## src/rtl/tfe_host_driver.sv

```systemverilog
// rtl/tfe_host_driver.sv - host-side job sequencer for the TensorFlowE core port set
//
// Purpose:
//   Runs one job per accepted start. The core is cleared, then n_ops operand bytes
//   are streamed into it. Next the accumulate phase is held for ACC_CYCLES cycles.
//   Finally n_res result bytes are read back one at a time and offered on a
//   valid/ready result stream. All outputs are registered.
//
// Ports:
//   clk, rst_n                 clock (rising edge), asynchronous active-low reset
//   start, n_ops, n_res        job request (sampled only when idle) and its byte counts
//   in_data/in_valid/in_ready  operand byte stream into the driver
//   core_datos_in              byte presented to the core Datos_in
//   core_ena_write             core Ena_write strobe
//   core_clear                 core clear strobe
//   core_enable_accu           core enable_accu level
//   core_ena_read              core Ena_read strobe
//   core_datos_out             core Datos_out
//   core_ena_out               core Ena_out (result valid)
//   res_data/res_valid/res_ready  result byte stream out of the driver
//   busy                       high while a job is in flight
//   done                       one-cycle pulse at job end
//   err                        read timeout, sticky until the next accepted start
//
// Configuration:
//   TFE_DRV_TIMEOUT_EN - when defined, a read gives up after TIMEOUT cycles without
//   core_ena_out. err is set, the remaining reads are skipped and the job ends.
//   When undefined, reads wait indefinitely and err stays 0.

module tfe_host_driver #(
    parameter int CNT_W      = 4,
    parameter int ACC_CYCLES = 4,
    parameter int TIMEOUT    = 255
) (
    input  logic             clk,
    input  logic             rst_n,
    input  logic             start,
    input  logic [CNT_W-1:0] n_ops,
    input  logic [CNT_W-1:0] n_res,
    input  logic [7:0]       in_data,
    input  logic             in_valid,
    output logic             in_ready,
    output logic [7:0]       core_datos_in,
    output logic             core_ena_write,
    output logic             core_clear,
    output logic             core_enable_accu,
    output logic             core_ena_read,
    input  logic [7:0]       core_datos_out,
    input  logic             core_ena_out,
    output logic [7:0]       res_data,
    output logic             res_valid,
    input  logic             res_ready,
    output logic             busy,
    output logic             done,
    output logic             err
);

    localparam int ACC_W = (ACC_CYCLES > 1) ? $clog2(ACC_CYCLES) : 1;

    typedef enum logic [2:0] {
        S_IDLE,
        S_CLR,
        S_WR,
        S_ACC,
        S_RD_REQ,
        S_RD_WAIT,
        S_RD_HOLD,
        S_DONE
    } state_t;

    state_t           r_state;
    logic [CNT_W-1:0] r_ops_rem;
    logic [CNT_W-1:0] r_res_rem;
    logic [ACC_W-1:0] r_acc_cnt;
    logic             r_in_ready;
    logic [7:0]       r_datos_in;
    logic             r_ena_write;
    logic             r_clear;
    logic             r_accu;
    logic             r_ena_read;
    logic [7:0]       r_res_data;
    logic             r_res_valid;
    logic             r_busy;
    logic             r_done;
    logic             r_err;

    state_t           w_state_nxt;
    logic [CNT_W-1:0] w_ops_rem_nxt;
    logic [CNT_W-1:0] w_res_rem_nxt;
    logic [ACC_W-1:0] w_acc_cnt_nxt;
    logic             w_in_ready_nxt;
    logic [7:0]       w_datos_in_nxt;
    logic             w_ena_write_nxt;
    logic             w_clear_nxt;
    logic             w_accu_nxt;
    logic             w_ena_read_nxt;
    logic [7:0]       w_res_data_nxt;
    logic             w_res_valid_nxt;
    logic             w_done_nxt;
    logic             w_err_nxt;
    logic             w_hs;

`ifdef TFE_DRV_TIMEOUT_EN
    localparam int TO_W = (TIMEOUT > 1) ? $clog2(TIMEOUT) : 1;
    logic [TO_W-1:0]  r_to_cnt;
    logic [TO_W-1:0]  w_to_cnt_nxt;
`endif

    // in_ready is only ever high in WR, so this is the operand handshake.
    assign w_hs = r_in_ready && in_valid;

    always_comb begin
        w_state_nxt     = r_state;
        w_ops_rem_nxt   = r_ops_rem;
        w_res_rem_nxt   = r_res_rem;
        w_acc_cnt_nxt   = r_acc_cnt;
        w_in_ready_nxt  = 1'b0;
        w_datos_in_nxt  = r_datos_in;
        w_ena_write_nxt = 1'b0;
        w_clear_nxt     = 1'b0;
        w_accu_nxt      = 1'b0;
        w_ena_read_nxt  = 1'b0;
        w_res_data_nxt  = r_res_data;
        w_res_valid_nxt = r_res_valid;
        w_done_nxt      = 1'b0;
        w_err_nxt       = r_err;
`ifdef TFE_DRV_TIMEOUT_EN
        w_to_cnt_nxt    = r_to_cnt;
`endif
        case (r_state)
            S_IDLE: begin
                if (start) begin
                    w_ops_rem_nxt = n_ops;
                    w_res_rem_nxt = n_res;
                    w_err_nxt     = 1'b0;
                    w_clear_nxt   = 1'b1;
                    w_state_nxt   = S_CLR;
                end
            end
            S_CLR: begin
                if (r_ops_rem != '0) begin
                    w_in_ready_nxt = 1'b1;
                    w_state_nxt    = S_WR;
                end else begin
                    w_accu_nxt    = 1'b1;
                    w_acc_cnt_nxt = '0;
                    w_state_nxt   = S_ACC;
                end
            end
            S_WR: begin
                w_in_ready_nxt = 1'b1;
                if (w_hs) begin
                    w_datos_in_nxt  = in_data;
                    w_ena_write_nxt = 1'b1;
                    w_ops_rem_nxt   = r_ops_rem - 1'b1;
                    // Last operand: drop in_ready on the very next cycle.
                    if (r_ops_rem == CNT_W'(1)) begin
                        w_in_ready_nxt = 1'b0;
                        w_accu_nxt     = 1'b1;
                        w_acc_cnt_nxt  = '0;
                        w_state_nxt    = S_ACC;
                    end
                end
            end
            S_ACC: begin
                // r_acc_cnt counts cycles already spent with enable_accu high.
                if (r_acc_cnt == ACC_W'(ACC_CYCLES - 1)) begin
                    if (r_res_rem != '0) begin
                        w_ena_read_nxt = 1'b1;
                        w_state_nxt    = S_RD_REQ;
                    end else begin
                        w_done_nxt  = 1'b1;
                        w_state_nxt = S_DONE;
                    end
                end else begin
                    w_accu_nxt    = 1'b1;
                    w_acc_cnt_nxt = r_acc_cnt + 1'b1;
                end
            end
            S_RD_REQ: begin
`ifdef TFE_DRV_TIMEOUT_EN
                w_to_cnt_nxt = '0;
`endif
                w_state_nxt = S_RD_WAIT;
            end
            S_RD_WAIT: begin
                if (core_ena_out) begin
                    w_res_data_nxt  = core_datos_out;
                    w_res_valid_nxt = 1'b1;
                    w_state_nxt     = S_RD_HOLD;
                end
`ifdef TFE_DRV_TIMEOUT_EN
                else if (r_to_cnt == TO_W'(TIMEOUT - 1)) begin
                    // Abandon this and all remaining reads of the job.
                    w_err_nxt   = 1'b1;
                    w_done_nxt  = 1'b1;
                    w_state_nxt = S_DONE;
                end else begin
                    w_to_cnt_nxt = r_to_cnt + 1'b1;
                end
`endif
            end
            S_RD_HOLD: begin
                if (r_res_valid && res_ready) begin
                    w_res_valid_nxt = 1'b0;
                    w_res_rem_nxt   = r_res_rem - 1'b1;
                    if (r_res_rem == CNT_W'(1)) begin
                        w_done_nxt  = 1'b1;
                        w_state_nxt = S_DONE;
                    end else begin
                        w_ena_read_nxt = 1'b1;
                        w_state_nxt    = S_RD_REQ;
                    end
                end
            end
            S_DONE: begin
                w_state_nxt = S_IDLE;
            end
            default: begin
                w_state_nxt = S_IDLE;
            end
        endcase
    end

    always_ff @(posedge clk or negedge rst_n) begin
        if (!rst_n) begin
            r_state     <= S_IDLE;
            r_ops_rem   <= '0;
            r_res_rem   <= '0;
            r_acc_cnt   <= '0;
            r_in_ready  <= 1'b0;
            r_datos_in  <= 8'h00;
            r_ena_write <= 1'b0;
            r_clear     <= 1'b0;
            r_accu      <= 1'b0;
            r_ena_read  <= 1'b0;
            r_res_data  <= 8'h00;
            r_res_valid <= 1'b0;
            r_busy      <= 1'b0;
            r_done      <= 1'b0;
            r_err       <= 1'b0;
        end else begin
            r_state     <= w_state_nxt;
            r_ops_rem   <= w_ops_rem_nxt;
            r_res_rem   <= w_res_rem_nxt;
            r_acc_cnt   <= w_acc_cnt_nxt;
            r_in_ready  <= w_in_ready_nxt;
            r_datos_in  <= w_datos_in_nxt;
            r_ena_write <= w_ena_write_nxt;
            r_clear     <= w_clear_nxt;
            r_accu      <= w_accu_nxt;
            r_ena_read  <= w_ena_read_nxt;
            r_res_data  <= w_res_data_nxt;
            r_res_valid <= w_res_valid_nxt;
            r_busy      <= (w_state_nxt != S_IDLE);
            r_done      <= w_done_nxt;
            r_err       <= w_err_nxt;
        end
    end

`ifdef TFE_DRV_TIMEOUT_EN
    always_ff @(posedge clk or negedge rst_n) begin
        if (!rst_n) begin
            r_to_cnt <= '0;
        end else begin
            r_to_cnt <= w_to_cnt_nxt;
        end
    end
`endif

    assign in_ready         = r_in_ready;
    assign core_datos_in    = r_datos_in;
    assign core_ena_write   = r_ena_write;
    assign core_clear       = r_clear;
    assign core_enable_accu = r_accu;
    assign core_ena_read    = r_ena_read;
    assign res_data         = r_res_data;
    assign res_valid        = r_res_valid;
    assign busy             = r_busy;
    assign done             = r_done;
    assign err              = r_err;

endmodule

```

## config.mk

```make
export PLATFORM = sky130hd
export DESIGN_NAME = tfe_host_driver
export DESIGN_NICKNAME = d
export VERILOG_FILES = /design/src/rtl/tfe_host_driver.sv
export SDC_FILE = /design/constraint.sdc
export NUM_CORES = 1
export LEC_CHECK = 0
export BUFFER_PORTS_ARGS = -buffer_cell sky130_fd_sc_hd__buf_2
export CAP_MARGIN = 20
export CORE_UTILIZATION = 53
export CTS_BUF_LIST = sky130_fd_sc_hd__clkbuf_4 sky130_fd_sc_hd__clkbuf_8
export CTS_CLUSTER_DIAMETER = 30
export DETAILED_ROUTE_END_ITERATION = 7
export PLACE_DENSITY = 0.85
export SLEW_MARGIN = 20
export SYNTH_ARGS = -nofsm -noshare
export SYNTH_HDL_FRONTEND = slang
export SYNTH_SLANG_ARGS = --single-unit
```

## constraint.sdc

```tcl
create_clock -name clk -period 2.4 [get_ports clk]
set_input_delay 0.48 -clock clk [delete_from_list [all_inputs] [get_ports clk]]
set_output_delay 0.48 -clock clk [all_outputs]
set_load 0.02 [all_outputs]
```

==> key figures, run 1 <==
Finish
  • Fin area: 0.00215 sq mm
  • Diodes inserted: 0
  • Post-route non-filler standard cell count: 260
  • Area growth syn-to-layout: 19.9%
  • # fillers: 246
  • NumNets Final: ~250
  • Share of cells above drive strength 1: between 30% and 40%

Clock network
  • Root Buffer: clkbuf_4
  • CTS tree: done
  • Post-CTS sizing: 0
  • # Post-CTS Setup Buffers: 0
  • Max Root-Sink Buffers: 2
  • Hold_buf cts: 0
  • Clock Pin Slew Worst Setup and Hold Paths: around 0.11 ns
  • H-tree depth: 2
  • Sink Count: 37
  • Worst skew pair latency: between 0.3 and 0.4 ns
  • TritonCTS Buffers: 5

Timing
  • Worst-Margin Slew: around 0.8 ns
  • Worst rel slew slack: between 40% and 50%
  • Final setup TNS: 0 ns
  • Final hold viol count: 0
  • Worst Skew: 0.00764 ns
  • Slew Limit Fails: 0
  • RSZ-0062 raised after global routing: no
  • Achievable clock frequency: about 500 MHz
  • Part of the cycle the worst path needs: between 80 and 90%
  • # setup viols final: 0
  • Final min period: between 1.5 and 2 ns

Detailed routing
  • Vias/cell: around 5.3
  • Final wirelength: 3200 microns
  • Antenna viol nets, final: 0
  • 1st-iter DRT viols: 60
  • Pre-Repair DR Iteration Count: 4
  • Vias: approximately 1,400
  • DRC: 0
  • Avg WL per Cell: 12.3 microns

Placement
  • Hpwl dp: ~2300 microns
  • PortBufs: between 50 and 60
  • DP Cell Count: between 200 and 300
  • Area after DPL: approximately 0.0021 sq mm
  • Global placement routability congestion: between 0.8 and 0.9

Floorplan
  • Die area: between 0.003 and 0.004 sq mm
  • Core footprint: approximately 0.0031 sq mm
  • Die X: roughly 60 microns
  • FP Rows: 20
  • # IOs: between 50 and 60
  • Starting Density: a little under three fifths
  • Die boundary height: ~60 microns

Worst setup path
  • Crit-path cells: or3b_1 -> nor2_4 -> mux2_1
  • Crit path launch type: flop
  • Worst Path Class, Setup: flop to flop
  • End of the critical path: core_datos_in[6]$_DFFE_PN0P_
  • CP delay by family, top: simple AND/OR/NAND/NOR gates
  • R2r worst-path depth: 3
  • Bufs and invs on worst path: 0
  • Worst path slowest cell: or3b_1
  • Worst path max stage delay: approximately 0.65 ns
  • Launching point of the worst reg2reg path: r_state[0]$_DFF_PN0_
  • Crit path from: r_state[0]$_DFF_PN0_
  • R2r setup slk: ~0.43 ns
  • Critical-path maximum fanout: 14
  • WP depth: 3
  • WP data required: around 2.6 ns
  • Worst Path Arrival: between 2 and 2.5 ns
  • Crit. End Element: flop
  • Worst r2r dst: core_datos_in[6]$_DFFE_PN0P_

Synthesis
  • Post-synth top cells: dfrtp_1 (37), nand2_1 (11), nor2_1 (11), a21oi_1 (10), mux2_2 (10)
  • Cell variety after synth: between 40 and 50
  • Ys async rst share: 100%
  • YS warnings: 0
  • Ys flop type: dfrtp_1
  • Post-Syn Instances: 159
  • EDFF count, synth: 0
  • Area leader, netlist: dfrtp_1
  • Most common cell in the netlist: dfrtp_1
  • Seq/Total Area, Yosys: between 50% and 60%
  • Post-Syn Area: between 0.0015 and 0.002 sq mm
  • Mean Syn Cell Area: about 11 sq um
  • Syn nets: 196
  • Synth top area share: ~52%
  • #FFs+latches synth: 37
  • Top cells by area, synth: dfrtp_1 (52%), mux2_2 (6.3%), mux2_1 (5.0%)

Hold path
  • Worst min-delay path class: input pin to async pin

Run
  • Max Cap Viol: 0

Global route
  • First-pass GRT wire length: ~5300 microns
  • All-Layer GR Usage: 19.9%
  • GRT overflow: 0
  • Initial antenna violation count: 0
  • Vias in the first global route: 1,204
  • Largest net degree at the start of global routing: 38

Power and ir drop
  • Maximum VDD drop: 454 uV
  • Pleak: ~0.0011 uW
  • Pwr dens: approximately 1100 mW/mm^2

Run status
  • Outcome: completed
## worst reg2reg max path: cells and delay by family (launching register included)
| kind | cells | cell delay, ns |
|---|---|---|
| AND/OR/NAND/NOR | 2 | 0.98 |
| multiplexers | 1 | 0.36 |
| flip-flops | 1 | 0.54 |
## cell families (layout without fill, tap and decap cells)
kind of cell	Yosys count	count (layout)	synth area share [%]
flops	37	37	51.6
fa+ha+maj	7	7	4.88
buf+inv	12	69	3.35
other cells	1	1	0.209
mux	20	20	12.4
compound gates	33	33	12.2
simple gates	49	49	15.3
## registers in the layout (all words and copies together) (netlist names), 2 cells and up
| register | count |
|---|---|
| r_res_rem | 4 |
| r_ops_rem | 4 |
| res_data | 8 |
| r_acc_cnt | 2 |
| r_state | 3 |
| core_datos_in | 8 |
## layer usage
layer / track usage [%] / wire length, microns / vias up
met3: 5.41 / 205 / 5
li1: - / - / 682
met4: 6.98 / 44 / 0
met1: 25.5 / 1430 / 629
met2: 32.2 / 1520 / 51
met5: 0 / 0 / -
## power breakdown
part	switching (uW)	leakage (uW)	total, uW	internal, uW
logic	590	0.000585	1020	434
registers	173	0.000471	1020	847
clock network	195	0.0000354	318	123
## cell type report
| type | instances | area [sq um] | share of cell area [%] |
|---|---|---|---|
| tap | 44 | 55.1 | 2.56 |
| multi-input combinational | 110 | 807 | 37.5 |
| inverter | 5 | 18.8 | 0.873 |
| timing repair buffer | 56 | 288 | 13.4 |
| clock inverter | 2 | 10.0 | 0.466 |
| sequential | 37 | 926 | 43.1 |
| clock buffer | 6 | 45.0 | 2.10 |
## metrics by stage
| step | total power [uW] | setup WS [ns] | utilization (%) | hold slack (ns) |
|---|---|---|---|---|
| finish | 2360 | 0.426 | 68.7 | 0.210 |
| global route | 2570 | 0.321 | 68.7 | 0.269 |
| CTS | 2380 | 0.412 | 68.7 | 0.239 |
| detailed placement | 2060 | 0.433 | 67.0 | 0.469 |
| global placement | 2030 | 0.468 | 67.0 | 0.461 |
| floorplan | 1780 | 0.770 | - | 0.184 |
## how the worst min path moves through the flow
stage,startpoint,cells after the start,to
after CTS,rst_n,1,core_datos_in[4]$_DFFE_PN0P_
after global routing,rst_n,1,core_datos_in[4]$_DFFE_PN0P_
final,rst_n,1,core_datos_in[4]$_DFFE_PN0P_
after detailed placement,core_datos_in[7]$_DFFE_PN0P_,1,core_datos_in[7]$_DFFE_PN0P_
after floorplan,rst_n,0,busy$_DFF_PN0_
after global placement,core_datos_in[4]$_DFFE_PN0P_,1,core_datos_in[4]$_DFFE_PN0P_
## layout by cell type (no fill, tap or decap), drive strengths merged, types with 2 or more instances in the layout
cell,n
nor2,12
buf,56
nand2,11
mux2,18
o22ai,3
nor3,3
or3b,2
dfrtp,37
inv,5
o21ai,7
or3,2
clkinv,2
mux2i,2
a21oi,10
o2bb2ai,2
ha,7
nand3,4
nor3b,5
clkbuf,6
nor4b,2
nor2b,2
a31oi,2
Power figures use the tool's default switching activity.
==> run 2: changes to the inputs <==
--- a/config.mk
+++ b/config.mk
@@ -7,11 +7,11 @@
 export LEC_CHECK = 0
 export BUFFER_PORTS_ARGS = -buffer_cell sky130_fd_sc_hd__buf_2
 export CAP_MARGIN = 20
-export CORE_UTILIZATION = 53
+export CORE_UTILIZATION = 48
 export CTS_BUF_LIST = sky130_fd_sc_hd__clkbuf_4 sky130_fd_sc_hd__clkbuf_8
 export CTS_CLUSTER_DIAMETER = 30
 export DETAILED_ROUTE_END_ITERATION = 7
-export PLACE_DENSITY = 0.85
+export PLACE_DENSITY = 0.81
 export SLEW_MARGIN = 20
 export SYNTH_ARGS = -nofsm -noshare
 export SYNTH_HDL_FRONTEND = slang
==> constraint.sdc (replaced) <==
create_clock -name clk -period 1.7 [get_ports clk]
set_input_delay 0.34 -clock clk [delete_from_list [all_inputs] [get_ports clk]]
set_output_delay 0.34 -clock clk [all_outputs]
set_load 0.02 [all_outputs]
==> run 2 against run 1 <==
Sequential cell count is the same. Sequential share of layout area shrank 3.1 points. Sequential power rose by 36%. Worst hold slack improved by 0.068 ns. Largest cell class unchanged.
==> key figures, run 2 (same netlist as run 1, synthesis figures left out) <==
Global route
  • Largest net degree at the start of global routing: 21 (-45%)
  • All-Layer GR Usage: 20.4% (+0.53 points)
  • Initial antenna violation count: 0 (unchanged)
  • First-pass GRT wire length: 6170 microns (+17%)
  • GRT overflow: 0 (unchanged)
  • Vias in the first global route: 1,410 (+17%)

Finish
  • Final Util: 66.7% (-2.0 points)
  • Commonest non-fill, non-tap cell in the layout: buf_2
  • # fillers: 291 (+18%)
  • Diodes inserted: 0 (unchanged)
  • Sequential Area: 926 sq um (unchanged)
  • Most frequent cells in the layout: buf_2 (53), dfrtp_1 (37), buf_4 (12), nor2_1 (11), nand2_1 (11)
  • Multi-input logic area: 836 sq um (+3.6%)
  • Share of cells above drive strength 1: 40.7% (+3.7 points)
  • NumNets Final: 263 (+4.4%)
  • Area growth syn-to-layout: 29.0%

Detailed routing
  • Antenna viol nets, final: 0 (unchanged)
  • Vias: 1,448 (+5.9%)
  • Avg WL per Cell: 13.4 microns (+9.2%)
  • DRC: 0 (unchanged)
  • 1st-iter DRT viols: 54 (-10%)
  • Vias/cell: 5.32 (+1.3%)
  • Pre-Repair DR Iteration Count: 4 (unchanged)
  • Final wirelength: 3660 microns (+14%)

Floorplan
  • Die boundary height: 63.1 microns (+4.9%)
  • Die X: 63.1 microns (+4.9%)
  • Die area: 0.00398 sq mm (+10%)
  • FP Rows: 21 (+5.0%)
  • # IOs: 55 (unchanged)
  • Core footprint: 0.00347 sq mm (+11%)
  • Starting Density: 51.7% (-5.6 points)

Worst setup path
  • Worst path max stage delay: 0.43 ns (-0.22 ns)
  • Worst Path Class, Setup: flop to flop
  • Crit path launch type: flop
  • Worst Path Arrival: 1.77 ns (-0.43 ns)
  • Critical-path maximum fanout: 10 (-4)
  • Crit-path cells: or3b_4 -> nor2_4 -> mux2_1
  • Worst path slowest cell: or3b_4
  • WP data required: 1.86 ns (-0.76 ns)
  • Bufs and invs on worst path: 0 (unchanged)
  • Crit. End Element: flop
  • CP delay by family, top: simple AND/OR/NAND/NOR gates

Timing
  • Achievable clock frequency: 622 MHz (+23%)
  • RSZ-0062 raised after global routing: no
  • # setup viols final: 0 (unchanged)
  • Final hold viol count: 0 (unchanged)
  • Final setup TNS: 0 ns (unchanged)
  • Hold WS: 0.279 ns (+0.0684 ns)
  • Final min period: 1.61 ns (-0.365 ns)
  • Part of the cycle the worst path needs: 94.6% (+12 points)
  • Slew Limit Fails: 0 (unchanged)
  • Worst Skew: 0.00567 ns (-0.00197 ns)

Placement
  • PortBufs: 53 (unchanged)
  • Global placement routability congestion: 0.802 (-0.62%)
  • Hpwl dp: 2780 microns (+20%)

Clock network
  • Max Root-Sink Buffers: 2 (unchanged)
  • TritonCTS Buffers: 5 (unchanged)
  • CTS tree: done
  • Clock Pin Slew Worst Setup and Hold Paths: 0.06 ns (-0.05 ns)
  • Worst skew pair latency: 0.28 ns (-0.06 ns)
  • Sink Count: 37 (unchanged)
  • # Post-CTS Setup Buffers: 0 (unchanged)
  • Root Buffer: clkbuf_8
  • H-tree depth: 2 (unchanged)

Run
  • Max Cap Viol: 0 (unchanged)

Hold path
  • Worst min-delay path class: input pin to flop

Run status
  • Outcome: completed

Power and ir drop
  • Pleak: 0.00117 uW (+6.9%)
  • Power Total: 3740 uW (+58%)
  • Pwr dens: 1620 mW/mm^2 (+47%)
  • Maximum VDD drop: 671 uV (+48%)
run 2: final cells by class:
class	count	share of cell area [%]
well taps	46	2.49
flip-flops and latches	37	40.0
inverters	5	0.811
clock buffers	7	3.89
repair buffers	67	16.7
multi-input cells	110	36.1
run 2: final timing paths:
| path | from | slack, ns | depth (start not counted) | endpoint |
|---|---|---|---|---|
| max | r_state[2]$_DFF_PN0_ | 0.09 | 3 | core_datos_in[6]$_DFFE_PN0P_ |
| min | in_data[5] | 0.28 | 2 | core_datos_in[5]$_DFFE_PN0P_ |
| max reg2reg | r_state[2]$_DFF_PN0_ | 0.09 | 3 | core_datos_in[6]$_DFFE_PN0P_ |
| min reg2reg | core_datos_in[5]$_DFFE_PN0P_ | 0.48 | 1 | core_datos_in[5]$_DFFE_PN0P_ |
| max in group asynchronous | rst_n | 0.71 | 3 | res_data[0]$_DFFE_PN0P_ |
| min in group asynchronous | rst_n | 0.55 | 2 | r_state[0]$_DFF_PN0_ |
run 2: through the flow:
step / worst slack [ns] / std cells / area (sq um)
after floorplan: 0.0700 / 159 / 1790
after global placement: 0.0242 / 264 / 2180
after detailed placement: -0.00573 / 264 / 2180
after CTS: 0.00890 / 272 / 2290
after global routing: 0.00741 / 272 / 2310
final: 0.0916 / 272 / 2310
run 2: report_power, final:
group	leakage, uW	internal (uW)	switching, uW
registers	0.000471	1200	191
clock network	0.0000477	337	272
logic	0.000649	767	974
run 2: repair_timing:
action / in CTS / in global routing
pin swaps: 0 / 1
gates resized for setup: 1 / 4
endpoints found under the hold margin: 10 / 0
gates cloned: 0 / 0
hold buffers: 1 / 0
endpoints found under the setup margin: 3 / 18
run 2: metal layers:
metal  track usage (%)  vias to the layer above  wire (microns)
met3              6.16                        4             169
met4              6.40                        0              23
met2              35.3                       41            1870
met5                 0                        -               0
met1              24.0                      699            1590
li1                  -                      704               -
run 2: worst reg2reg max path: cells and delay by family, from the launching register on:
| kind | cells | cell delay, ns |
|---|---|---|
| simple gates | 2 | 0.69 |
| flops | 1 | 0.42 |
| mux | 1 | 0.38 |
